### src/rtl/jk_counter_driver.sv
// rtl/jk_counter_driver.sv - J/K drive stage turning a bank of JK cells into a loadable wrapping up/down counter
//
// Optional feature macro: JK_CNT_MOD_EN
//   defined     : the count wraps at MODULUS-1 and load values above MODULUS-1 are clamped
//   not defined : full binary counter (MAX = 2^WIDTH-1), MODULUS is ignored
//
// Parameters:
//   WIDTH   counter width in bits (>= 1)
//   MODULUS count modulus used only with JK_CNT_MOD_EN (2 <= MODULUS <= 2^WIDTH)
//
// Ports:
//   clk    in   rising-edge clock
//   rst    in   synchronous active-high reset
//   en     in   count enable
//   up     in   direction, 1 = increment, 0 = decrement
//   load   in   synchronous parallel load (priority over en)
//   din    in   load value
//   q      out  registered count
//   j_vec  out  combinational J drive for the next edge
//   k_vec  out  combinational K drive for the next edge
//   wrap   out  registered one-cycle wrap pulse

module jk_counter_driver #(
  parameter int WIDTH   = 4,
  parameter int MODULUS = 10
) (
  input  logic             clk,
  input  logic             rst,
  input  logic             en,
  input  logic             up,
  input  logic             load,
  input  logic [WIDTH-1:0] din,
  output logic [WIDTH-1:0] q,
  output logic [WIDTH-1:0] j_vec,
  output logic [WIDTH-1:0] k_vec,
  output logic             wrap
);

`ifdef JK_CNT_MOD_EN
  localparam logic [WIDTH-1:0] MAX = WIDTH'(MODULUS - 1);
`else
  localparam logic [WIDTH-1:0] MAX = {WIDTH{1'b1}};
  localparam int unused_modulus = MODULUS;
`endif

  logic [WIDTH-1:0] load_val;
  logic [WIDTH-1:0] target;
  logic [WIDTH-1:0] q_next;
  logic             wrap_next;

  // Load value, clamped into the legal count range.
  always_comb begin
    load_val = din;
`ifdef JK_CNT_MOD_EN
    if (din > MAX) begin
      load_val = MAX;
    end
`endif
  end

  // Drive generation. Priority: rst > load > en > hold.
  // Reset is expressed as a J/K command (j=0, k=1) so that q is only ever
  // updated through the JK characteristic equation.
  always_comb begin
    j_vec     = '0;
    k_vec     = '0;
    target    = q;
    wrap_next = 1'b0;
    if (rst) begin
      k_vec = '1;
    end else if (load) begin
      j_vec = load_val;
      k_vec = ~load_val;
    end else if (en) begin
      if (up) begin
        // A state above MAX (only possible before the first reset) is
        // treated as MAX, so it wraps to 0.
        if (q >= MAX) begin
          target    = '0;
          wrap_next = 1'b1;
        end else begin
          target = q + WIDTH'(1);
        end
      end else begin
        if (q == '0) begin
          target    = MAX;
          wrap_next = 1'b1;
        end else begin
          target = q - WIDTH'(1);
        end
      end
      // Toggle form: flip exactly the bits that must change.
      j_vec = target ^ q;
      k_vec = target ^ q;
    end
  end

  // JK characteristic equation, bitwise across the cell bank.
  assign q_next = (j_vec & ~q) | (~k_vec & q);

  always_ff @(posedge clk) begin
    q <= q_next;
  end

  always_ff @(posedge clk) begin
    if (rst) begin
      wrap <= 1'b0;
    end else begin
      wrap <= wrap_next;
    end
  end

endmodule
### config.mk
export PLATFORM = sky130hd
export DESIGN_NAME = jk_counter_driver
export DESIGN_NICKNAME = d
export VERILOG_FILES = /design/src/rtl/jk_counter_driver.sv
export SDC_FILE = /design/constraint.sdc
export NUM_CORES = 1
export LEC_CHECK = 0
export BUFFER_PORTS_ARGS = -buffer_cell sky130_fd_sc_hd__buf_2
export CAP_MARGIN = 30
export CORE_AREA = 2 2 39 41
export DETAILED_ROUTE_END_ITERATION = 10
export DIE_AREA = 0 0 41 43
export PLACE_DENSITY = 0.67
export RECOVER_POWER = 50
export SETUP_SLACK_MARGIN = 0.1
export SKIP_CTS_REPAIR_TIMING = 1
export SLEW_MARGIN = 20
export SYNTH_ARGS = -nofsm -noshare
export SYNTH_HDL_FRONTEND = slang
export SYNTH_SLANG_ARGS = --single-unit
### constraint.sdc
create_clock -name clk -period 1.85 [get_ports clk]
set_input_delay 0.2775 -clock clk [delete_from_list [all_inputs] [get_ports clk]]
set_output_delay 0.2775 -clock clk [all_outputs]
set_load 0.005 [all_outputs]
==> results.md <==
* Iteration count of the initial detailed-routing pass at 5
* Met3 Routed Length at 88 µm
* GPL Wtd Cong at around 0.8
* Internal power at around 0.00027 W
* Count of nets after finishing at 100
* Initial core utilization at a little under a third
* Count of buffers inserted at the top-level ports at 21
* Number of vias after detailed routing at 535
* Yosys synthesis warning count at 0
* DRC violation total after the first TritonRoute iteration at 13
* Required arrival time at the worst endpoint at roughly 1.6 ns
* Total net switching power at about 0.00014 W
* Main synth FF type: dfxtp_1
* Ranking of synthesized cells by instance count: nand2_1, a21oi_1, inv_1, dfxtp_1, nor2_1
* Final setup violating endpoints at 4
* Antenna Cells at 0
* Area added between synthesis and finish at 48.1%
* Most frequently used cell type in the post-synthesis netlist: nand2_1
* Fraction of power spent switching nets at about a third
* H-tree level count at 1
* CTS tree: built
* DP Wirelength at ~830 µm
* Cell count after synthesis at just over 60
* Worst setup margin at -0.154 ns
* Final-report max-slew violation count at 0
* Arrival time at the worst endpoint at roughly 1.7 ns
* Share of total power in the clock network at between 30% and 40%
* Vias per cell at approximately 5.1
* Detailed-route wire length per cell at ~11 µm
* Total count of hold-check failures in the final report at 0
* First-pass GRT wire length at ~1700 µm
* Post-synth ARST share at 0%
* Maximum clock rate at about 500 MHz
* Hold/Removal Path Class: in2reg
* Worst Path Max Fanout at 4
* M1 WL at 478 µm
* Number of buffers between clock root and the deepest sink at 2
* Leakage power total at about 0.31 nW
* Clock Sink Count at 5
* Post-synthesis sequential element count at 5
* Proportion of power drawn by combinational gates at a little over a third
* Failing checks: negative setup slack
* RSZ-0062 raised after global routing: yes
* Standard-cell row count at 14
* Ranking of synthesized cells by area: dfxtp_1, a21oi_1, nand2_1, inv_1, ha_1
* Pin count of the biggest net entering global routing at 15
* Relative slew slack at between 80% and 90%
* Non-filler cells, final at 104
* Pwr per Cell Area at around 650 nW/µm²
* Multi-input combinational cell area at about 330 µm²
* Total area of sequential cells at 103 µm²
* Number of routed nets with antenna violations at 0
* Combined area of all synthesized cells at around 430 µm²
* Status: finished with violations
* Topmost layer with routed signal wires: met4
* Share of post-route cells with drive strength above 1 at about 45%
* Final routed wirelength across all metal layers at 1150 µm
* Sequential power share at 30.3%
* Pre-CTS worst setup slack at just over 0.06 ns
* Global-route total usage across every layer at around 15%
* Distinct cell type count after synthesis at 20
* CTS Root Buffer Type: clkbuf_4
* Aggregate global routing overflow at 0
* Worst reg2reg setup slack at 0.12 ns
* Max_cap viols at 0
* Design Power at slightly above 0.0004 W
* Worst clock skew on the final layout at 0.00585 ns
* Worst setup path category: reg2out
* Clock transition at path regs at ~0.050 ns
* Syn_area_per_cell at between 7 and 8 µm²
* Inserted Clock Buffers at 3
* Residual DRC at 0
* X dimension of the die at approximately 40 µm
* Net Count, Synth at between 70 and 80
* Core area at about 1400 µm²
* Clock latency on the worst-skew pair at around 0.26 ns
* Number of enable flip-flop cells after synthesis at 0
* Min Clock Period, post-route at around 2.0 ns
* Final Util at between 40% and 50%
* Final Cycle Share at 108%
* Post-synth top area share at 23.3%
* Capturing element type of the critical path: output port
* Met2 wirelength from detailed routing at 563 µm
* Actual slew at the worst max-slew pin at 0.237 ns
* Antenna violations before repair at 0
* Worst supply voltage drop on vdd at approximately 0.0003 V
* Sequential fraction of the synthesis area at between 20% and 30%
* Final TNS setup at -0.473 ns
* Placed insts at 99
* Launching element type of the critical path: flip-flop
* Post-synthesis cell type with the largest combined area: dfxtp_1
* Die outline area at 1760 µm²
* Top-Level Pins at 22
* Number of global-route vias before repair at about 430
* # fillers at approximately 150
* Chip Height at between 40 and 50 µm
-- worst paths after layout --
check                             from        to  depth (start not counted)
worst min-delay path            din[0]      q[0]                          3
worst max register to register    q[1]      q[3]                          7
worst min register to register    q[1]      q[1]                          3
worst max-delay path              q[1]  j_vec[0]                          7
-- area by class of cell --
type | instances | area share (%)
multi-input combinational | 47 | 51.4
timing repair buffer | 25 | 21.1
inverter | 7 | 4.13
sequential | 5 | 16.1
tap | 16 | 3.15
clock buffer | 4 | 4.13
-- layer usage --
layer / GRT usage (%) / up-vias
met5: 0 / -
met4: 6.00 / 0
met3: 9.42 / 3
met2: 22.2 / 25
met1: 16.5 / 240
li1: - / 267
-- power by group through the flow --
| stage | clock (W) | combinational (W) | sequential (W) |
|---|---|---|---|
| after global placement | 0 | 0.000128 | 0.000126 |
| after detailed placement | 0 | 0.000130 | 0.000126 |
| final | 0.000143 | 0.000147 | 0.000126 |
| after CTS | 0.000147 | 0.000131 | 0.000124 |
| after floorplan | 0 | 0.0000745 | 0.000130 |
| after global routing | 0.000153 | 0.000164 | 0.000127 |
-- placed cells by master, fill, tap and decap left out, drive strengths merged --
cell / netlist / routed
a211oi: 1 / 1
a21oi: 11 / 11
a311o: 2 / 2
a311oi: 1 / 1
buf: 0 / 24
clkbuf: 2 / 5
dfxtp: 5 / 5
ha: 2 / 2
inv: 7 / 7
mux2: 1 / 1
nand2: 13 / 13
nand2b: 1 / 1
nand4: 3 / 3
nor2: 4 / 4
nor2b: 1 / 1
o21a: 2 / 2
o21ai: 1 / 1
or4: 1 / 1
or4b: 1 / 1
xnor2: 1 / 1
xnor3: 1 / 1
-- registers in the layout, indices dropped and copies added, names as in the netlist --
register,count
wrap,1
q,4
-- stage by stage --
| stage | hold WS [ns] | instance area (µm²) |
|---|---|---|
| after floorplan | 0.444 | 429 |
| after global placement | 0.559 | 569 |
| after detailed placement | 0.582 | 569 |
| after CTS | 0.310 | 596 |
| after global routing | 0.332 | 636 |
| final | 0.305 | 636 |
-- critical path, stage by stage, from the launching register on --
cell and delay [ns]:
dfxtp_2 0.32, inv_2 0.07, ha_4 0.13, or4b_4 0.48, o21a_1 0.20, o21ai_2 0.06
a21oi_1 0.08, buf_2 0.13
-- cells by family (layout without fill, tap and decap cells) --
| kind of cell | count (synthesis) | count (layout) | share of synthesized area (%) |
|---|---|---|---|
| xor+xnor | 2 | 2 | 7.29 |
| fa+ha+maj | 2 | 2 | 5.83 |
| mux | 1 | 1 | 2.62 |
| flops | 5 | 5 | 23.3 |
| compound gates | 18 | 18 | 25.9 |
| simple gates | 24 | 24 | 27.1 |
| buf+inv | 9 | 36 | 7.87 |
No activity file was read; power rests on OpenSTA's default activity.
